## src/rtl/seq_share_pkg.sv

```systemverilog
// Shared types and the sequence-generator next-state rule for seq_share_ctrl.
// The core and the controller both use seq_next so the step rule lives in one place.
package seq_share_pkg;

  localparam int SEQ_W = 3;
  localparam logic [SEQ_W-1:0] SEQ_INIT = 3'b000;

  typedef enum logic [1:0] {
    IDLE = 2'd0,
    RUN  = 2'd1,
    RESP = 2'd2
  } ctrl_state_t;

  // State vector is {S0,S1,S2}, S0 in the MSB.
  function automatic logic [SEQ_W-1:0] seq_next(input logic [SEQ_W-1:0] s);
    logic s0, s1, s2;
    s0 = s[2];
    s1 = s[1];
    s2 = s[0];
    return {~(s1 | s2), s0 | s2, ~(s0 ^ ~s1)};
  endfunction

  function automatic logic seq_y(input logic [SEQ_W-1:0] s);
    return s[2] & s[1];
  endfunction

endpackage

```

## src/rtl/seq_core.sv

```systemverilog
// Three-flop sequence generator: async reset, sync clear, step on en, holds otherwise.
// y_next is the y output of the state the next enabled step will produce.
module seq_core
  import seq_share_pkg::*;
(
  input  logic             clk,
  input  logic             reset,
  input  logic             clr,
  input  logic             en,
  output logic [SEQ_W-1:0] state,
  output logic             y_next
);

  always_ff @(posedge clk or posedge reset) begin
    if (reset) begin
      state <= SEQ_INIT;
    end else if (clr) begin
      state <= SEQ_INIT;
    end else if (en) begin
      state <= seq_next(state);
    end
  end

  assign y_next = seq_y(seq_next(state));

endmodule

```

## src/rtl/seq_share_ctrl.sv

```systemverilog
// Round-robin shares one seq_core among N_REQ requesters: clear, step K times, count y=1 steps.
// Accept in cycle T gives rsp_valid at T+K+1; response holds until rsp_ready, no grants while busy.
module seq_share_ctrl
  import seq_share_pkg::*;
#(
  parameter  int N_REQ  = 4,
  parameter  int STEP_W = 8,
  localparam int ID_W   = $clog2(N_REQ)
) (
  input  logic                    clk,
  input  logic                    reset,
  input  logic [N_REQ-1:0]        req_valid,
  input  logic [N_REQ*STEP_W-1:0] req_steps,
  output logic [N_REQ-1:0]        req_ready,
  output logic                    rsp_valid,
  input  logic                    rsp_ready,
  output logic [ID_W-1:0]         rsp_id,
  output logic [SEQ_W-1:0]        rsp_state,
  output logic [STEP_W-1:0]       rsp_ycount,
  output logic                    busy
);

  ctrl_state_t       state;
  logic [ID_W-1:0]   rr_ptr;
  logic [ID_W-1:0]   id_q;
  logic [STEP_W-1:0] remaining;
  logic [STEP_W-1:0] ycount;

  logic [ID_W-1:0]   hi_idx, lo_idx, gnt_idx;
  logic              hi_any, lo_any, gnt_any;
  logic [STEP_W-1:0] k_sel;
  logic              accept;
  logic [SEQ_W-1:0]  core_state;
  logic              core_y_next;

  // Lowest valid index above the pointer wins; otherwise wrap to the lowest valid index.
  always_comb begin
    hi_idx = '0;
    hi_any = 1'b0;
    lo_idx = '0;
    lo_any = 1'b0;
    for (int i = N_REQ - 1; i >= 0; i--) begin
      if (req_valid[i]) begin
        lo_idx = ID_W'(i);
        lo_any = 1'b1;
        if (i > int'(rr_ptr)) begin
          hi_idx = ID_W'(i);
          hi_any = 1'b1;
        end
      end
    end
    gnt_any = lo_any;
    gnt_idx = hi_any ? hi_idx : lo_idx;
  end

  always_comb begin
    k_sel = '0;
    for (int i = 0; i < N_REQ; i++) begin
      if (gnt_idx == ID_W'(i)) begin
        k_sel = req_steps[i*STEP_W +: STEP_W];
      end
    end
  end

  assign accept = (state == IDLE) && gnt_any;

  always_comb begin
    req_ready = '0;
    for (int i = 0; i < N_REQ; i++) begin
      req_ready[i] = accept && !reset && (gnt_idx == ID_W'(i));
    end
  end

  seq_core u_core (
    .clk    (clk),
    .reset  (reset),
    .clr    (accept),
    .en     (state == RUN),
    .state  (core_state),
    .y_next (core_y_next)
  );

  always_ff @(posedge clk or posedge reset) begin
    if (reset) begin
      state     <= IDLE;
      rr_ptr    <= ID_W'(N_REQ - 1);
      id_q      <= '0;
      remaining <= '0;
      ycount    <= '0;
    end else begin
      case (state)
        IDLE: begin
          if (gnt_any) begin
            id_q      <= gnt_idx;
            remaining <= k_sel;
            ycount    <= '0;
            state     <= (k_sel != '0) ? RUN : RESP;
          end
        end
        RUN: begin
          remaining <= remaining - STEP_W'(1);
          ycount    <= ycount + STEP_W'(core_y_next);
          if (remaining == STEP_W'(1)) begin
            state <= RESP;
          end
        end
        RESP: begin
          if (rsp_ready) begin
            rr_ptr <= id_q;
            state  <= IDLE;
          end
        end
        default: state <= IDLE;
      endcase
    end
  end

  assign rsp_valid  = (state == RESP);
  assign busy       = (state != IDLE);
  assign rsp_id     = id_q;
  assign rsp_state  = core_state;
  assign rsp_ycount = ycount;

endmodule
```

## config.mk

```make
export PLATFORM = sky130hd
export DESIGN_NAME = seq_share_ctrl
export DESIGN_NICKNAME = d
export VERILOG_FILES = /design/src/rtl/seq_share_pkg.sv /design/src/rtl/seq_core.sv /design/src/rtl/seq_share_ctrl.sv
export SDC_FILE = /design/constraint.sdc
export NUM_CORES = 1
export LEC_CHECK = 0
export CORE_ASPECT_RATIO = 1.2
export CORE_MARGIN = 4
export CORE_UTILIZATION = 35
export CTS_CLUSTER_SIZE = 30
export DETAILED_ROUTE_END_ITERATION = 10
export GPL_ROUTABILITY_DRIVEN = 0
export GPL_TIMING_DRIVEN = 0
export PLACE_DENSITY_LB_ADDON = 0.08
export SLEW_MARGIN = 20
export SYNTH_ARGS = -nofsm -noshare
export SYNTH_HDL_FRONTEND = slang
export SYNTH_SLANG_ARGS = --single-unit
```

## constraint.sdc

```tcl
create_clock -name clk -period 2.78 [get_ports clk]
set_input_delay 0.278 -clock clk [delete_from_list [all_inputs] [get_ports clk]]
set_output_delay 0.278 -clock clk [all_outputs]
set_load 0.02 [all_outputs]
```

-- Word level (Yosys, flattened, before mapping)
Cells that the tools add are included.
- logic and storage cells: 80
- flip-flop bits (word level): 25
- input port bits: 39
- reduce and logical (&&, ||, !) cells: 17
- eq/ne operators: 9
- $add $sub $neg: 2
- multiplexer cells: 36
- bitwise operators: 7
- magnitude comparators: 3
- operators by type and width (operator ; number):
    $mux W8 ; 6
    $pmux W8 S2 ; 2
    $mux W2 ; 15
    $mux W1 ; 10
    $add A8 B1 Y8 ; 1
    $eq A8 B1 Y1 const B ; 1
    $reduce_bool A8 Y1 ; 1
    $sub A8 B1 Y8 const B ; 1
    $eq A2 B2 Y1 const B ; 3
    $logic_and A1 B1 Y1 ; 6
    $mux W3 ; 2
    $pmux W2 S3 ; 1
    $reduce_and A2 Y1 ; 3
    $reduce_bool A2 Y1 ; 3
    $eq A2 B1 Y1 const B ; 2
    $gt A2 B2 Y1 const A ; 2
    $logic_not A2 Y1 ; 2
    $ne A2 B2 Y1 const B ; 2
    $not A1 Y1 ; 3
    $reduce_and A3 Y1 ; 1
    $gt A1 B2 Y1 const A ; 1
    $ne A2 B1 Y1 const B ; 1
    $or A1 B1 Y1 ; 2
    $and A1 B1 Y1 ; 1
    other kinds (2) ; 2

-- Depth between registers and ports, before layout
Gate-level depths: netlist of the first run.
- depth after elaboration: 17
- depth in mapped cells: 9
- gate-level depth less buffers: 9

-- Hierarchy
From an unflattened synthesis of the first run, not the netlist that was laid out.
- cell total of the unflattened synthesis: 229
- area, all modules: 1868.0 um^2
- by module, submodules not included (module ; sequential area each (um^2) ; instances ; cells an instance ; area each (um^2)):
    seq_share_ctrl ; 553.0 ; 1 ; 215 ; 1722.9
    seq_core ; 75.1 ; 1 ; 14 ; 145.1

-- Worst setup path after synthesis of the first run
No wires, ideal clock.
- path kind: register -> register
- start point: register rr_ptr[1]
- end point: register state[1]
- stages on the path, launching flop included: 10
- setup time: 0.086 ns
- buffers on the path: 2
- arrival: 2.098 ns
- slack: 0.596 ns
- path through: dfstp_2 > buf_6 > nor2_2 > a221o_1 > and2_1 > buf_6 > a22o_4 > a2111oi_4 > nand4_1 > o221ai_2
- word-level cells in the longest chain between the ends: 17
- elaborated cells between the ends (all ways): 28
- those cells by class: 3 x order compare; 3 x eq/ne; 20 x mux; 2 x reduce/logical
- ends and longest elaborated chain (element ; RTL line ; source):
    start: declaration ; seq_share_ctrl.sv:24 ; logic [ID_W-1:0] rr_ptr;
    start signal: assignment ; seq_share_ctrl.sv:86 ; rr_ptr <= ID_W'(N_REQ - 1);
    start signal: assignment ; seq_share_ctrl.sv:109 ; rr_ptr <= id_q;
    $gt A2 B2 Y1 ; seq_share_ctrl.sv:46 ; if (i > int'(rr_ptr)) begin
    $mux W2 or $mux W1 (tied branches) ; seq_share_ctrl.sv:46 ;
    $mux W2 or $mux W1 (tied branches) ; seq_share_ctrl.sv:43 ; if (req_valid[i]) begin
    $mux W2 or $mux W1 (tied branches) ; seq_share_ctrl.sv:46 ;
    $mux W2 or $mux W1 (tied branches) ; seq_share_ctrl.sv:43 ;
    $mux W2 or $mux W1 (tied branches) ; seq_share_ctrl.sv:46 ;
    $mux W2 or $mux W1 (tied branches) ; seq_share_ctrl.sv:43 ;
    $mux W2 (*) ; seq_share_ctrl.sv:53 ; gnt_idx = hi_any ? hi_idx : lo_idx;
    $logic_not A2 Y1 ; seq_share_ctrl.sv:59 ; if (gnt_idx == ID_W'(i)) begin
    $mux W8 (3 in a row) ; seq_share_ctrl.sv:59 ;
    $mux W8 (*) ; seq_share_ctrl.sv:59 ;
    $reduce_bool A8 Y1 (*) ; seq_share_ctrl.sv:97 ; state <= (k_sel != '0) ? RUN : RESP;
    $mux W2 (*) ; seq_share_ctrl.sv:97 ;
    $mux W2 (*) ; seq_share_ctrl.sv:93 ; if (gnt_any) begin
    $pmux W2 S3 (*) ; seq_share_ctrl.sv:91 ; case (state)
    end signal: assignment ; seq_share_ctrl.sv:97 ;
    end: declaration ; seq_share_ctrl.sv:23 ; ctrl_state_t state;
Every way passes the cells marked *; elsewhere a longest branch is shown, timed or not. The select of a mux whose other input is x is not followed.
A chain may end at the register's enable or synchronous reset.

-- Worst setup path in the final report of the first run
- start point: register rr_ptr[1]
- end point: output req_ready[1]
- word-level cells in the longest chain between the ends: 10
- elaborated cells between the ends (all ways): 18
- those cells by class: 3 x order compare; 1 x eq/ne; 13 x mux; 1 x reduce/logical
- ends and longest elaborated chain (element ; RTL line ; source):
    $gt A2 B2 Y1 ; seq_share_ctrl.sv:46 ;
    $mux W2 or $mux W1 (tied branches) ; seq_share_ctrl.sv:46 ;
    $mux W2 or $mux W1 (tied branches) ; seq_share_ctrl.sv:43 ;
    $mux W2 or $mux W1 (tied branches) ; seq_share_ctrl.sv:46 ;
    $mux W2 or $mux W1 (tied branches) ; seq_share_ctrl.sv:43 ;
    $mux W2 or $mux W1 (tied branches) ; seq_share_ctrl.sv:46 ;
    $mux W2 or $mux W1 (tied branches) ; seq_share_ctrl.sv:43 ;
    $mux W2 (*) ; seq_share_ctrl.sv:53 ;
    $eq A2 B1 Y1 (*) ; seq_share_ctrl.sv:70 ; req_ready[i] = accept && !reset && (gnt_idx == ID_W'(i));
    $logic_and A1 B1 Y1 (*) ; seq_share_ctrl.sv:70 ;
    end: declaration ; seq_share_ctrl.sv:14 ; output logic [N_REQ-1:0] req_ready,
Every way passes the cells marked *; elsewhere a longest branch is shown, timed or not.

==> results of run 1 <==
==> kinds of logic after synthesis <==
kind of cell,after synthesis,share of synthesized area (%)
fa+ha+maj,4,2.73
simple gates,84,22.5
flops,25,34.3
mux,5,2.87
buf+inv,17,4.58
xor+xnor,4,1.91
compound gates,75,31.1
==> routing by layer <==
metal | GRT usage (%) | routed length, um | vias to the layer above
li1 | - | - | 925
met1 | 21.8 | 2320 | 861
met2 | 28.1 | 2690 | 44
met3 | 1.73 | 170 | 9
met4 | 7.41 | 132 | 0
met5 | 0 | 0 | -
==> worst register-to-register path, cell delays in order, from the launching register on <==
cell and delay, ps:
dfstp_2 590, buf_6 140, or2_2 150, nor2_1 70, a211o_1 370, o22a_1 210
a222oi_1 490, nand4_1 260, o221ai_2 210
==> sequential cells by signal (all words and copies together) (netlist names) <==
register	cells
u_core.state	3
remaining	8
rr_ptr	2
rsp_id	2
state	2
rsp_ycount	8
==> through the flow <==
stage | hold WS (ps) | power [uW]
2_1_floorplan | 304 | 1610
3_3_place_gp | 505 | 2060
3_5_place_dp | 506 | 2070
4_1_cts | 530 | 2320
5_1_grt | 505 | 2540
6_report | 443 | 2330
==> final cells by class <==
cell class / instances / area [um2]
plain buffers: 8 / 50.0
multi-input cells: 172 / 1160
clock inverters: 1 / 8.76
well taps: 60 / 75.1
fillers: 483 / 2440
repair buffers: 57 / 573
inverters: 8 / 30.0
flip-flops and latches: 25 / 628
clock buffers: 3 / 41.3
==> power by group through the flow <==
stage	logic (uW)	clock network, uW	registers [uW]
after floorplan	928	0	683
after global placement	1390	0	672
after detailed placement	1400	0	673
after CTS	1420	238	665
after global routing	1590	250	697
final	1430	235	665
==> synthesized netlist by cell type (all sizes together) (5+ instances only) <==
cell type,number,area share (%)
a21oi,11,3.2
clkbuf,5,1.0
dfrtp,23,31
inv,7,1.4
nand2,23,4.7
nand3,10,2.7
nor2,22,4.6
nor3,5,1.4
o211ai,7,2.9
o21ai,16,4.4
o22a,5,2.4
==> timing repair <==
| action | in CTS | in global routing |
|---|---|---|
| gates resized for setup | 7 | 5 |
| pin swaps | 0 | 0 |
| setup endpoints to repair | 4 | 3 |
==> final timing paths <==
path	from	end	slack, ps	depth (start not counted)
max	rr_ptr[1]	req_ready[1]	100	5
min	reset	rsp_ycount[7]	440	2
max in group asynchronous	reset	state[1]	1950	2
min reg2reg	rsp_id[1]	rsp_id[1]	520	2
max reg2reg	rr_ptr[1]	state[1]	190	8
min in group clk	rsp_id[1]	rsp_id[1]	520	2
==> results.yml, run 1 <==
finish:
  fin_nets: 318
  finalNonFillerCells: 334
  final_common_cell: "clkdlybuf4s50_1"
  syn_to_final_growth_pct: 40.0
  drive_above_1_share_pct: 10.2
  diodes: 0
  fin_area_mm2: 0.00256
  post-route-util_pct: 51.2
  mostFrequentLayoutCells: "clkdlybuf4s50_1 (56), dfrtp_1 (23), nand2_1 (22)"
pwr:
  swShare_pct: 46.2
  p_per_area_mw_per_mm2: 909
  power_frac_seq_pct: 28.5
  p_comb_share_pct: 61.4
  internal-power_uw: 1260
  switchingPower_uw: 1080
  vdd_ir_drop_max_uv: 329
  leakage_uw: 0.00105
  pwr-share-clk_pct: 10.1
worst_hold_path:
  worstHoldPathType: "input pin to asynchronous set/reset pin"
routing:
  num_vias: 1839
  drt-initial-drc-count: 117
  wl_per_cell_um: 15.9
  antenna_left: 0
  via_per_inst: 5.51
  wirelength_mm: 5.31
  dr.pass1.iters: 4
  drc_errors: 0
timing:
  slew_headroom_pct: 48.8
  finalSetupViolations: 0
  timing.fmax_mhz: 373
  tns_ps: 0
  hold_viol_final: 0
  post-route-min-period_ps: 2680
  tightest_slew_ps: 762
  final.setup_skew_ps: 12.5
  slew_viol_final: 0
  post-route-period-util_pct: 96.3
  fin_ws_ps: 102
logic_synthesis:
  ys_ff_latch: 25
  synthArstFlopShare_pct: 100
  yosys_warnings: 0
  yosysUniqueCellTypes: 57
  syn-cell-area_mm2: 0.00183
  synth_ff_type: "dfrtp_1"
  netlist_instances: 214
  synth_edf_count: 0
  postSynthAreaPerCell_um2: 8.56
  syn-num-nets: 257
  seq_area_frac_synth_pct: 34.3
setup_path:
  crit_chain: "and2b_1 -> o311ai_4 -> and2_2 -> and2_1 -> clkdlybuf4s50_1"
  cpPeakStageDelay_ps: 600
  critPathKind: "flop to primary output"
  cpMaxStageDelayCell: "clkdlybuf4s50_1"
  end_kind: "primary output"
  arrival_ps: 2400
  worstPathRequired_ps: 2500
  worst-path-buf-inv: 1
  crit_fanout: 6
  cpLargestDelayFamily: "simple AND/OR/NAND/NOR gates"
  startpoint_type: "flop"
floorplan:
  initial_core_util_pct: 36.6
  die_w_um: 74.0
  num_io_pins: 58
  fp.dieH_um: 87.3
  die_area_mm2: 0.00646
  rows: 28
  core-area_mm2: 0.00501
clock_tree:
  clock_latency_ps: 280
  cts_sinks: 25
  cts-buffers-inserted: 3
  cts_buffer_depth: 2
  cts_tree: "yes"
  hold_buffers: 0
  root_buffer: "clkbuf_8"
  cts_setup_buffers: 0
  clk_pin_slew_ps: 100
  h-tree-depth: 1
placed_design:
  place_area_mm2: 0.00248
  numPortBuffers: 57
  post-dp-hpwl_mm: 4.23
  dp_slack_ps: -373
  dp_cells: 331
global_route:
  grt_overflow_total: 0
  antenna_found_initial: 0
  grt_usage_pct: 16.9
  grt_pass1_wl_mm: 8.56
  first_global_vias: 1805
  grt_max_degree: 26
run:
  maxCapViolations: 0
status:
  outcome: "completed"
No activity file was read; power rests on OpenSTA's default activity.
==> inputs of run 2 (changes only) <==
--- a/config.mk
+++ b/config.mk
@@ -10,8 +10,10 @@
 export CORE_UTILIZATION = 35
 export CTS_CLUSTER_SIZE = 30
 export DETAILED_ROUTE_END_ITERATION = 10
+export DONT_BUFFER_PORTS = 1
 export GPL_ROUTABILITY_DRIVEN = 0
 export GPL_TIMING_DRIVEN = 0
+export HOLD_SLACK_MARGIN = 0.06
 export PLACE_DENSITY_LB_ADDON = 0.08
 export SLEW_MARGIN = 20
 export SYNTH_ARGS = -nofsm -noshare
==> run 2 against run 1 <==
Maximum frequency grew 4.1%. Via count shrank 8.2%. Cell count shrank 16%. Sequential power grew 9.6%. Combinational power shrank 17%. Final area shrank 23%. Global-route usage shrank 0.12 points. Core utilization shrank 12 points. Hold slack lost 230 ps. Register-to-register slack gained 20 ps. Sequential share of layout area grew 7.4 points. First-iteration DRC count shrank 32%. Critical endpoint is now state[1]. Largest cell class unchanged.
==> results.yml, run 2 (synthesized netlist as in run 1, its figures left out) <==
clock_tree:
  cts-buffers-inserted: 3
  h-tree-depth: 1
  root_buffer: "clkbuf_8"
  clock_latency_ps: 280
  cts_buffer_depth: 2
  clk_pin_slew_ps: 90
  cts_tree: "yes"
  cts_sinks: 25
finish:
  syn_to_final_growth_pct: 7.65
  fin_nets: 263
  seqCellArea_um2: 628
  drive_above_1_share_pct: 10.0
  fill_cells: 526
  mostFrequentLayoutCells: "nand2_1 (23), dfrtp_1 (23), nor2_1 (21)"
  diodes: 0
  finalNonFillerCells: 279
  multiInputGateArea_mm2: 0.00113
timing:
  final.setup_skew_ps: 3.07
  finalSetupViolations: 0
  slew_headroom_pct: 35.1
  post-route-min-period_ps: 2570
  hold_viol_final: 0
  fin_ws_ps: 208
  rsz0062_at_grt: "false"
  timing.fmax_mhz: 389
  tns_ps: 0
  post-route-period-util_pct: 92.5
  tightest_slew_ps: 967
  slew_viol_final: 0
setup_path:
  r2r_cells: 8
  crit_chain: "mux2i_1 -> o22a_1 -> and2_1 -> clkbuf_1 -> nand2_1 -> a2111oi_4 -> nand4_1 -> o221ai_2"
  critPathKind: "flop to flop"
  reg2reg_to: "state[1]"
  startpoint_type: "flop"
  end_kind: "flop"
  worstPathRequired_ps: 2980
  crit_fanout: 9
  cpMaxStageDelayCell: "dfstp_2"
  worstReg2RegStart: "rr_ptr[1]"
  arrival_ps: 2770
  regToRegSetupSlack_ps: 210
  cpPeakStageDelay_ps: 590
placed_design:
  numPortBuffers: 0
  dp_slack_ps: 227
  post-dp-hpwl_mm: 4.16
  dp_cells: 274
worst_hold_path:
  hold_depth: 2
  worstHoldEndpoint: "state[1]"
  min_from: "rsp_ready"
  worstHoldPathType: "input pin to flop"
floorplan:
  die_w_um: 74.0
  initial_core_util_pct: 36.6
  core-area_mm2: 0.00501
  rows: 28
  num_io_pins: 58
  die_area_mm2: 0.00646
  fp.dieH_um: 87.3
routing:
  drt-initial-drc-count: 79
  wirelength_mm: 5.36
  via_per_inst: 6.05
  dr.pass1.iters: 4
  wl_per_cell_um: 19.2
  num_vias: 1688
  antenna_left: 0
  drc_errors: 0
global_route:
  grt_overflow_total: 0
  grt_max_degree: 26
  grt_usage_pct: 16.8
  antenna_found_initial: 0
  grt_pass1_wl_mm: 8.38
  first_global_vias: 1761
run:
  maxCapViolations: 0
pwr:
  vdd_ir_drop_max_uv: 368
  leakage_uw: 0.000801
  p_per_area_mw_per_mm2: 1090
status:
  outcome: "completed"
==> run 2: changes by cell type in the layout (fill, tap and decap cells not counted), sizes merged <==
cell,previous run,this run
clkinvlp,0,1
dlygate4sd3,0,1
inv,8,6
clkdlybuf4s50,56,0
clkinv,1,2
dlymetal6s2s,1,0
clkbuf,7,8
==> run 2: worst max-delay path by stage <==
stage	startpoint	end	slack [ps]
final	rr_ptr[1]	state[1]	210
after global routing	rr_ptr[1]	state[1]	50
after CTS	rr_ptr[1]	req_ready[1]	50
after detailed placement	rr_ptr[1]	state[0]	230
after global placement	rr_ptr[1]	state[1]	250
after floorplan	rr_ptr[1]	state[1]	600
==> run 2: timing repair <==
item | 4_1_cts | 5_1_grt
endpoints found under the hold margin | 0 | 23
hold buffers | 0 | 1
resized for setup | 0 | 2
buffers inserted | 0 | 0
setup endpoints to repair | 0 | 3
==> run 2: area by class of cell <==
type,instances,area share (%)
plain buffers,9,2.73
clock inverters,1,0.381
flip-flops and latches,25,31.9
clock buffers,3,2.09
inverters,8,1.52
multi-input cells,172,57.1
repair buffers,1,0.508
well taps,60,3.81
==> run 2: stage by stage <==
stage | util [%] | power, uW | hold slack, ps | cell area (um2)
2_1_floorplan | - | 1610 | 304 | 1830
3_3_place_gp | 38.1 | 1880 | 450 | 1910
3_5_place_dp | 38.1 | 1910 | 468 | 1910
4_1_cts | 39.0 | 2150 | 159 | 1960
5_1_grt | 39.4 | 2320 | 230 | 1970
6_report | 39.4 | 2150 | 211 | 1970
==> run 2: power by group <==
| group | internal, uW | switching (uW) |
|---|---|---|
| registers | 508 | 221 |
| logic | 479 | 710 |
| clock network | 102 | 128 |
| total | 1090 | 1060 |
==> run 2: critical path: cells and delay by family, from the launching register on <==
| kind | cells | cell delay (ps) |
|---|---|---|
| buffers and inverters | 1 | 370 |
| muxes | 1 | 190 |
| DFF | 1 | 590 |
| and+or+nand+nor | 3 | 550 |
| AOI/OAI and AO/OA | 3 | 790 |
==> run 2: metal layers <==
metal  GRT usage (%)  vias up  share of wire [%]
met5               0        -                  0
met3            2.77        7                4.3
met1            19.6      818                 41
li1                -      814                  -
met4            7.91        0                2.1
met2            29.3       49                 52
==> inputs of run 3 (changes only) <==
--- a/config.mk
+++ b/config.mk
@@ -8,13 +8,13 @@
 export CORE_ASPECT_RATIO = 1.2
 export CORE_MARGIN = 4
 export CORE_UTILIZATION = 35
+export CTS_BUF_LIST = sky130_fd_sc_hd__clkbuf_4 sky130_fd_sc_hd__clkbuf_8 sky130_fd_sc_hd__clkbuf_16
 export CTS_CLUSTER_SIZE = 30
 export DETAILED_ROUTE_END_ITERATION = 10
 export DONT_BUFFER_PORTS = 1
 export GPL_ROUTABILITY_DRIVEN = 0
 export GPL_TIMING_DRIVEN = 0
 export HOLD_SLACK_MARGIN = 0.06
-export PLACE_DENSITY_LB_ADDON = 0.08
 export SLEW_MARGIN = 20
 export SYNTH_ARGS = -nofsm -noshare
 export SYNTH_HDL_FRONTEND = slang
==> run 3 against run 2 <==
Hold slack lost 13 ps. Combinational power shrank 3%. Die area is the same. Via count shrank 0.36%. Final area shrank 0.25%. Non-clock buffer count is the same. Clock skew grew 4.9 ps. Register-to-register slack is essentially flat. First-iteration DRC count shrank 43%. Global-route usage shrank 0.53 points. Critical path depth is the same. Largest cell class unchanged. Highest routed layer unchanged.
==> results.yml, run 3 (synthesized netlist as in run 1, its figures left out) <==
status:
  outcome: "completed"
setup_path:
  crit_top_cell: "buf_6"
  worstPathRequired_ps: 2990
  startpoint_type: "flop"
  cpMaxStageDelayCell: "dfstp_2"
  arrival_ps: 2800
  critPathKind: "flop to flop"
  crit_fanout: 10
  cpPeakStageDelay_ps: 580
  crit_chain: "buf_6 -> nor2_2 -> a221o_1 -> and2_1 -> buf_6 -> a222oi_1 -> nand4_1 -> o221ai_2"
  end_kind: "flop"
placed_design:
  post-dp-hpwl_mm: 3.85
  numPortBuffers: 0
routing:
  wirelength_mm: 4.96
  wl_per_cell_um: 17.8
  dr.pass1.iters: 4
  antenna_left: 0
  drc_errors: 0
  num_vias: 1682
  via_per_inst: 6.03
  drt-initial-drc-count: 45
clock_tree:
  clock_latency_ps: 290
  root_buffer: "clkbuf_8"
  h-tree-depth: 1
  cts_tree: "yes"
  cts_sinks: 25
  clk_pin_slew_ps: 100
  cts_buffer_depth: 2
  cts-buffers-inserted: 3
floorplan:
  die_w_um: 74.0
  fp.dieH_um: 87.3
  rows: 28
  core-area_mm2: 0.00501
  num_io_pins: 58
  initial_core_util_pct: 36.6
  die_area_mm2: 0.00646
pwr:
  fin_total_pwr_uw: 2120
  vdd_ir_drop_max_uv: 432
  p_per_area_mw_per_mm2: 1080
  leakage_uw: 0.000804
global_route:
  first_global_vias: 1754
  grt_overflow_total: 0
  grt_pass1_wl_mm: 8.20
  grt_max_degree: 26
  grt_usage_pct: 16.2
  antenna_found_initial: 0
timing:
  finalSetupViolations: 0
  hold_viol_final: 0
  timing.fmax_mhz: 387
  final.setup_skew_ps: 7.97
  slew_viol_final: 0
  tns_ps: 0
  rsz0062_at_grt: "false"
  slew_headroom_pct: 36.2
  tightest_slew_ps: 951
  post-route-period-util_pct: 92.9
  post-route-min-period_ps: 2580
run:
  maxCapViolations: 0
finish:
  post-route-util_pct: 39.3
  diodes: 0
  fill_cells: 535
  drive_above_1_share_pct: 9.59
  fin_nets: 263
  mostFrequentLayoutCells: "nand2_1 (23), dfrtp_1 (23), nor2_1 (21)"
  syn_to_final_growth_pct: 7.38
worst_hold_path:
  worstHoldPathType: "input pin to flop"
-- run 3: cell types whose count changed in the layout (fill, tap and decap cells not counted), sizes merged --
cell	previous run	this run
clkinvlp	1	0
inv	6	7
-- run 3: layout make-up --
type	count	area, um2	share of cell area (%)
multi-input cells	172	1120	56.9
flip-flops and latches	25	628	31.9
well taps	60	75.1	3.82
plain buffers	9	53.8	2.74
clock buffers	3	41.3	2.10
inverters	8	30.0	1.53
repair buffers	1	10.0	0.509
clock inverters	1	8.76	0.445
-- run 3: final timing paths --
kind                               from      endpoint  slack, ps  cells after the start
max                           rr_ptr[1]      state[1]        200                      8
min                           rsp_ready      state[1]        200                      2
max reg2reg                   rr_ptr[1]      state[1]        200                      8
min reg2reg                remaining[7]  remaining[7]        540                      1
max in group asynchronous         reset  remaining[6]       1810                      2
min in group asynchronous         reset      state[1]        530                      2
-- run 3: what timing repair did --
action	CTS	global route
hold buffers	0	1
setup buffers	0	0
gates resized for setup	0	1
endpoints found under the setup margin	0	1
endpoints found under the hold margin	0	23
-- run 3: critical path, delay by kind of cell (launching register included) --
kind | cells | cell delay (ps)
and+or+nand+nor | 3 | 520
buffers and inverters | 2 | 270
AOI/OAI and AO/OA | 3 | 1140
DFF | 1 | 580
-- run 3: per-layer routing --
layer	routed length, um	share of wire [%]	global-route usage, %	up-vias
li1	-	-	-	817
met2	2590	52	29.7	48
met4	60	1.2	5.44	0
met1	2040	41	18.1	812
met5	0	0	0	-
met3	279	5.6	3.81	5
-- run 3: through the flow --
step           cells  area, um2  setup slack, ps  hold slack [ps]
3_3_place_gp     274       1910              202              480
2_1_floorplan    214       1830              596              304
4_1_cts          278       1960             29.1              157
6_report         279       1970              196              198
3_5_place_dp     274       1910              220              475
5_1_grt          279       1970             77.4              192
-- run 3: where the power goes --
group          internal (uW)  leakage [uW]  switching, uW
clock network            106     0.0000261            137
logic                    477      0.000467            674
registers                508      0.000312            217
total                   1090      0.000804           1030
